File: config.mk
export PLATFORM = sky130hd
export DESIGN_NAME = day_of_year_decoder_flat
export DESIGN_NICKNAME = d
export VERILOG_FILES = /design/src/rtl/day_of_year_decoder_if.sv /design/src/rtl/day_of_year_decoder.sv /design/src/flat_wrapper.sv
export SDC_FILE = /design/constraint.sdc
export NUM_CORES = 1
export LEC_CHECK = 0
export ABC_AREA = 1
export ABC_CLOCK_PERIOD_IN_PS = 2200
export CORE_ASPECT_RATIO = 0.7
export CORE_UTILIZATION = 50
export CTS_BUF_LIST = sky130_fd_sc_hd__clkbuf_8
export DETAILED_ROUTE_END_ITERATION = 8
export MAX_ROUTING_LAYER = met4
export PLACE_DENSITY_LB_ADDON = 0.25
export SKIP_LAST_GASP = 1
export SLEW_MARGIN = 20
export SYNTH_ARGS = -nofsm -noshare
export SYNTH_HDL_FRONTEND = slang
export SYNTH_SLANG_ARGS = --single-unit
File: constraint.sdc
create_clock -name clk -period 2.2 [get_ports clk]
set_input_delay 0.44 -clock clk [delete_from_list [all_inputs] [get_ports clk]]
set_output_delay 0.44 -clock clk [all_outputs]
set_load 0.05 [all_outputs]
File: src/rtl/day_of_year_decoder_if.sv
// Start/done handshake bundle for the day-of-year decoder: request fields in,
// result fields and status out.
interface day_of_year_decoder_if;
  logic       start;
  logic [8:0] dayOfYear;
  logic       leapYear;
  logic       busy;
  logic       done;
  logic       error;
  logic [3:0] month;
  logic [5:0] dayOfMonth;

  modport master (
    output start, dayOfYear, leapYear,
    input  busy, done, error, month, dayOfMonth
  );

  modport slave (
    input  start, dayOfYear, leapYear,
    output busy, done, error, month, dayOfMonth
  );
endinterface

File: src/rtl/day_of_year_decoder.sv
// Converts a day-of-year number into month/day-of-month by walking the month
// lengths one month per clock, subtracting each full month from the remainder.
module day_of_year_decoder (
  input  logic                  clk,
  input  logic                  reset,
  day_of_year_decoder_if.slave  bus
);

  typedef enum logic [1:0] {
    IDLE = 2'd0,
    CALC = 2'd1,
    DONE = 2'd2
  } state_t;

  state_t     state;
  state_t     state_nxt;

  logic [8:0] rem;
  logic [3:0] mon;
  logic       leap;

  logic [3:0] month_q;
  logic [5:0] day_q;
  logic       error_q;

  logic [8:0] len;
  logic [8:0] year_len;
  logic       in_range;
  logic       fits;
  logic       overrun;
  logic       busy_c;
  logic       done_c;

  function automatic logic [8:0] month_len(input logic [3:0] m, input logic lp);
    logic [8:0] l;
    case (m)
      4'd2:                    l = lp ? 9'd29 : 9'd28;
      4'd4, 4'd6, 4'd9, 4'd11: l = 9'd30;
      default:                 l = 9'd31;
    endcase
    return l;
  endfunction

  always_comb begin
    len      = month_len(mon, leap);
    year_len = 9'd365 + {8'd0, bus.leapYear};
    in_range = (bus.dayOfYear != 9'd0) && (bus.dayOfYear <= year_len);
    fits     = (rem <= len);
    // Unreachable for validated input; guards against walking past December.
    overrun  = (mon == 4'd12) && !fits;
  end

  // State register
  always_ff @(posedge clk) begin
    if (reset) begin
      state <= IDLE;
    end else begin
      state <= state_nxt;
    end
  end

  // Next-state logic
  always_comb begin
    state_nxt = state;
    case (state)
      IDLE: begin
        if (bus.start) begin
          state_nxt = in_range ? CALC : DONE;
        end
      end
      CALC: begin
        if (fits || overrun) begin
          state_nxt = DONE;
        end
      end
      DONE:    state_nxt = IDLE;
      default: state_nxt = IDLE;
    endcase
  end

  // Status outputs decoded from the state
  always_comb begin
    busy_c = 1'b0;
    done_c = 1'b0;
    case (state)
      CALC: busy_c = 1'b1;
      DONE: begin
        busy_c = 1'b1;
        done_c = 1'b1;
      end
      default: begin
        busy_c = 1'b0;
        done_c = 1'b0;
      end
    endcase
  end

  // Remainder walk and result registers; results hold until the next accepted start
  always_ff @(posedge clk) begin
    if (reset) begin
      rem     <= 9'd0;
      mon     <= 4'd0;
      leap    <= 1'b0;
      month_q <= 4'd0;
      day_q   <= 6'd0;
      error_q <= 1'b0;
    end else begin
      case (state)
        IDLE: begin
          if (bus.start) begin
            rem     <= bus.dayOfYear;
            mon     <= 4'd1;
            leap    <= bus.leapYear;
            month_q <= 4'd0;
            day_q   <= 6'd0;
            error_q <= !in_range;
          end
        end
        CALC: begin
          if (fits) begin
            month_q <= mon;
            day_q   <= rem[5:0];
          end else if (overrun) begin
            month_q <= 4'd0;
            day_q   <= 6'd0;
            error_q <= 1'b1;
          end else begin
            rem <= rem - len;
            mon <= mon + 4'd1;
          end
        end
        default: ;
      endcase
    end
  end

  assign bus.busy       = busy_c;
  assign bus.done       = done_c;
  assign bus.error      = error_q;
  assign bus.month      = month_q;
  assign bus.dayOfMonth = day_q;

endmodule

File: src/flat_wrapper.sv
// flat-port wrapper written by rule: the top's interface ports become plain ports
module day_of_year_decoder_flat 
  (clk, reset, bus_start, bus_dayOfYear, bus_leapYear, bus_busy, bus_done, bus_error, bus_month, bus_dayOfMonth);
  day_of_year_decoder_if bus_i ();
  input  logic clk;
  input  logic reset;
  input wire logic [$bits(bus_i.start)-1:0] bus_start;
  input wire logic [$bits(bus_i.dayOfYear)-1:0] bus_dayOfYear;
  input wire logic [$bits(bus_i.leapYear)-1:0] bus_leapYear;
  output wire logic [$bits(bus_i.busy)-1:0] bus_busy;
  output wire logic [$bits(bus_i.done)-1:0] bus_done;
  output wire logic [$bits(bus_i.error)-1:0] bus_error;
  output wire logic [$bits(bus_i.month)-1:0] bus_month;
  output wire logic [$bits(bus_i.dayOfMonth)-1:0] bus_dayOfMonth;
  assign bus_i.start = bus_start;
  assign bus_i.dayOfYear = bus_dayOfYear;
  assign bus_i.leapYear = bus_leapYear;
  assign bus_busy = bus_i.busy;
  assign bus_done = bus_i.done;
  assign bus_error = bus_i.error;
  assign bus_month = bus_i.month;
  assign bus_dayOfMonth = bus_i.dayOfMonth;
  day_of_year_decoder u_core (.clk(clk), .reset(reset), .bus(bus_i));
endmodule
# ---- Word level (Yosys, flattened, before mapping)
# Index checks and enable logic that the tools add are counted.
dict set report op_classes {
  reduce_logical 15
  muxes 28
  n_addsub 3
  eq_ne 14
  order_cmp 2
}
# cell count
set ops {}
lappend ops {{9-bit case mux with 2 select lines} 2}
lappend ops {{9-bit two-way mux} 3}
lappend ops {{4-bit two-way mux} 6}
lappend ops {{9-bit <= comparator} 2}
lappend ops {{6-bit two-way mux} 3}
lappend ops {{4-bit case mux with 2 select lines} 2}
lappend ops {{4-bit equality test, second input constant} 3}
lappend ops {{6-bit case mux with 2 select lines} 1}
lappend ops {{9-bit by 1-bit adder with 9-bit output, first input constant} 1}
lappend ops {{9-bit nonzero test} 1}
lappend ops {{9-bit subtractor} 1}
lappend ops {{4-bit by 3-bit equality test with 1-bit output, second input constant} 2}
lappend ops {{4-bit AND reduction} 2}
lappend ops {{1-bit two-way mux} 6}
lappend ops {{2-bit two-way mux} 3}
lappend ops {{2-bit != test, second input constant} 3}
lappend ops {{4-bit by 1-bit adder with 4-bit output, second input constant} 1}
lappend ops {{4-bit by 2-bit equality test with 1-bit output, second input constant} 1}
lappend ops {{2-bit by 1-bit != test with 1-bit output, second input constant} 2}
lappend ops {{2-bit case mux with 2 select lines} 1}
lappend ops {{2-bit AND reduction} 2}
lappend ops {{4-bit OR reduction} 1}
lappend ops {{3-bit by 1-bit != test with 1-bit output, second input constant} 1}
lappend ops {{3-bit AND reduction} 1}
lappend ops {{other kinds (9)} 11}
dict set report word_totals {
  regBits 27
  inputBits 13
  word_cells 69
}

# ---- Longest topological paths before layout
dict set report logic_depth {
  depth_word 9
  depth_mapped 17
}

# ---- Worst setup path before layout
# Ideal clock, no wire load.
dict set report synth_path {
  kind {register -> register}
  startpoint {register u_core.mon[0]}
  endpoint {register u_core.rem[7]}
  setup_ns 0.115
  path_slack_ns -0.049
  arrival_time_ns 2.135
  period_less_slack_ns 2.249
  path_buffers 1
  stages_incl_launch_ff 17
  cell_sequence {dfxtp_1 inv_1 ha_1 nor3b_1 a21oi_1 ha_1 inv_1 nand2_1 nand2_1 nand3_4 nand3_4 nand2_4 inv_2 buf_6 o21ai_2 nor2_1 nor2_1}
}
dict set report synth_via {
  elab_chain_cells 8
}
# element line
set synth_lines {}
lappend synth_lines {{from (decl)} day_of_year_decoder.sv:19} ;# logic [3:0] mon;
lappend synth_lines {{from (signal assigned)} day_of_year_decoder.sv:129} ;# mon <= mon + 4'd1;
lappend synth_lines {{4-bit by 3-bit equality test with 1-bit output / 4-bit equality test (equally long branches)} day_of_year_decoder.sv:36} ;# case (m)
lappend synth_lines {{4-bit OR reduction} day_of_year_decoder.sv:36}
lappend synth_lines {{9-bit case mux with 2 select lines} day_of_year_decoder.sv:36}
lappend synth_lines {{9-bit <= comparator} day_of_year_decoder.sv:48} ;# fits = (rem <= len);
lappend synth_lines {{1-bit zero test} day_of_year_decoder.sv:50} ;# overrun = (mon == 4'd12) && !fits;
lappend synth_lines {{1-bit logical AND} day_of_year_decoder.sv:50}
lappend synth_lines {{2-bit != test (no source line)} --}
lappend synth_lines {{4-bit AND reduction (no source line)} --}
lappend synth_lines {{to (signal assigned)} day_of_year_decoder.sv:111} ;# rem <= bus.dayOfYear;
lappend synth_lines {{to (signal assigned)} day_of_year_decoder.sv:128} ;# rem <= rem - len;
lappend synth_lines {{to (decl)} day_of_year_decoder.sv:18} ;# logic [8:0] rem;
# Several ways; a longest one is shown, not always the timed one. The select of a mux whose other input is x is not followed.
# A chain may end at the register's enable or synchronous reset.

# ---- Worst setup path in the final report
dict set report layout_path {
  startpoint {register u_core.mon[1]}
  endpoint {register u_core.rem[8]}
}
# Same word-level chain as after synthesis.

==> flow_summary.ini <==
[run_status]
status = finished with violations
violations = setup timing

[logic_synthesis]
synth_edf_count = 0
ys_warn_count = 0
synth_area_leader_cell = dfxtp_1
ys_top_cells_by_count = 46 x nand2_1, 36 x inv_1, 27 x dfxtp_1, 26 x nor2_1, 24 x a21oi_1
synth_seq_cells = 27
synthesis.area_um2 = 1730
netlist_instances = 246
syn_area_per_cell_um2 = 7.02
syn-num-nets = 271
ys_types = 32
synthArstFlopShare = 0
synth_ff_type = dfxtp_1
yosys-top-cells-area = dfxtp_1 31%, nand2_1 10%, ha_1 8.0%, inv_1 7.8%, a21oi_1 7.0%
synth_top_area_frac = 0.313
yosysSeqAreaShare = 0.313
synth.most_common_cell = nand2_1

[global_route]
grt_pass1_vias = 1505
grt_overflow_total = 0
antenna_found_initial = 0
grt_pass1_wl_mm = 6.90
grt_max_degree = 19
grt_use_total = 0.253

[worst_setup_path]
worstPathMaxFanout = 4
critPathLaunchType = register
worstSetupPathType = reg2reg
end_kind = register
r2r_cells = 14
worstPathRequired_ns = 2.37
r2r_slack_ns = -0.005
r2r_end = u_core.rem[8]
crit_end = u_core.rem[8]
reg2reg_from = u_core.mon[1]
crit_path_start = u_core.mon[1]
cp.arrival_ns = 2.38

[timing]
setup_slack_ns = -0.00526
period_needed_ns = 2.21
maxSlewHeadroom = 0.621
tightestPinTransition_ns = 0.566
finalClockSkew_ns = 0.00594
hold_viol = 0
tns_ns = -0.00526
rsz0062_at_grt = true
timing.fmax_mhz = 453
timing.final.crit_share = 1.00
drv_slew = 0
hold_slack_ns = 0.442
setup_viol = 1

[flow_run]
drv_cap = 0

[pwr]
netSwitchingPower_w = 0.000614
p_sw_frac = 0.398
p_int_w = 0.000927
p_per_area_nw_per_um2 = 653
p_leak_nw = 0.979
p_clk_frac = 0.191
ir_drop_v = 0.000397
sequentialPowerShare = 0.380
p_comb_frac = 0.428

[cts]
clkTransAtPathRegs_ns = 0.10
cts_tree = yes
clk_latency_ns = 0.28
h-tree-depth = 1
clockBufferDepth = 2
cts_made_buffers = 3
cts.sinks = 27
cts-root-buf = clkbuf_8
cts_hold_buf = 0

[floorplanning]
io_pins = 26
start_util = 0.538
rows = 17
fp.dieW_um = 72.2
fp.coreArea_um2 = 3210
dieHeight_um = 51.2
dieArea_um2 = 3700

[placement]
hpwl_mm = 3.05
dpl-instance-area_um2 = 2120
gp_congestion = 0.845
io_buffer_count = 25

[cells_and_area]
synthToLayoutAreaGrowth_pct = 36.7
nets = 315
postLayoutCellArea_um2 = 2360
diodes = 0
drive_gt1_frac = 0.266

[hold_path]
hold_class = reg2reg
hold_start = u_core.bus.dayOfMonth[5]

[routing]
drt_drc_violations_left = 0
wl_mm = 4.25
viasPerCell = 5.04
drt_iter0_drc = 115
vias = 1693
dr.pass1.iters = 4
routedWlPerCell_um = 12.6
ant_nets = 0
==> worst max-delay path, cell delays in order, from the launching register on <==
cell and delay (ns):
dfxtp_4 0.40, inv_4 0.05, ha_4 0.15, o21ai_1 0.12
a22oi_1 0.07, a21oi_1 0.13, ha_2 0.19, inv_2 0.04
fa_2 0.35, nand3_2 0.10, nor2_2 0.05, nor2_1 0.09
nor2_1 0.06, o21ai_1 0.21, a21oi_2 0.08
==> metal layers <==
layer,vias to the layer above,share of wire,GRT usage
li1,879,-,-
met1,771,0.52,0.352
met2,38,0.43,0.375
met3,5,0.050,0.0473
met4,0,0.0090,0.0719
met5,-,0,-
==> metrics by stage <==
step	setup WS, ns	util	cells	total power (W)
floorplan	0.00957	-	246	0.000990
CTS	-0.00505	0.700	334	0.00148
global placement	-0.0634	0.661	327	0.00115
detailed placement	-0.155	0.661	327	0.00116
global route	-0.160	0.735	336	0.00163
finish	-0.00526	0.735	336	0.00154
==> power groups by stage <==
stage / Sequential, W / Combinational (W) / Clock, W
floorplan: 0.000640 / 0.000350 / 0
global placement: 0.000590 / 0.000563 / 0
detailed placement: 0.000591 / 0.000574 / 0
CTS: 0.000583 / 0.000595 / 0.000299
global route: 0.000594 / 0.000716 / 0.000319
finish: 0.000586 / 0.000660 / 0.000295
==> flip-flops by register name, summed over array words and instances (netlist names) <==
signal / cells
u_core.rem: 9
u_core.bus.dayOfMonth: 6
u_core.bus.month: 4
u_core.mon: 4
u_core.state: 2
u_core.bus.error: 1
u_core.leap: 1
==> worst min path at each step <==
stage / to / cells past startpoint
finish: u_core.bus.dayOfMonth[5] / 2
detailed placement: u_core.bus.dayOfMonth[5] / 2
global placement: u_core.bus.dayOfMonth[5] / 2
floorplan: u_core.leap / 2
CTS: u_core.bus.dayOfMonth[5] / 2
global route: u_core.bus.dayOfMonth[5] / 2
==> area by class of cell <==
cell class	instances	area (um^2)
Clock inverter	1	7.51
Inverter	38	153
Timing Repair Buffer	45	418
Multi-Input combinational cell	175	1130
Sequential cell	27	548
Tap cell	47	58.8
Clock buffer	3	41.3
Fill cell	239	851
==> logic make-up after synthesis <==
| family | share of synthesized area |
|---|---|
| AND/OR/NAND/NOR | 0.296 |
| AO/OA/AOI/OAI | 0.190 |
| buffers and inverters | 0.109 |
| flip-flops | 0.313 |
| adder cells (fa/ha/maj) | 0.0913 |
==> what timing repair did <==
item,CTS,global route
gates resized for setup,24,27
gates cloned,0,1
buffers inserted,3,1
endpoints found under the setup margin,23,25
pin swaps,8,13
==> layout by cell type, fill, tap and decap left out, types with 5 or more instances in the layout <==
| cell | Yosys | routed |
|---|---|---|
| nand2_1 | 46 | 42 |
| inv_1 | 36 | 32 |
| dfxtp_1 | 27 | 25 |
| nor2_1 | 26 | 24 |
| clkdlybuf4s50_1 | 0 | 24 |
| a21oi_1 | 24 | 21 |
| buf_4 | 1 | 19 |
| o21ai_1 | 8 | 15 |
| o21ai_0 | 20 | 9 |
| nand2_2 | 4 | 8 |
| nand3_1 | 11 | 8 |
| o21ai_2 | 2 | 6 |
| ha_1 | 11 | 5 |
(Power assumes the default switching activity.)
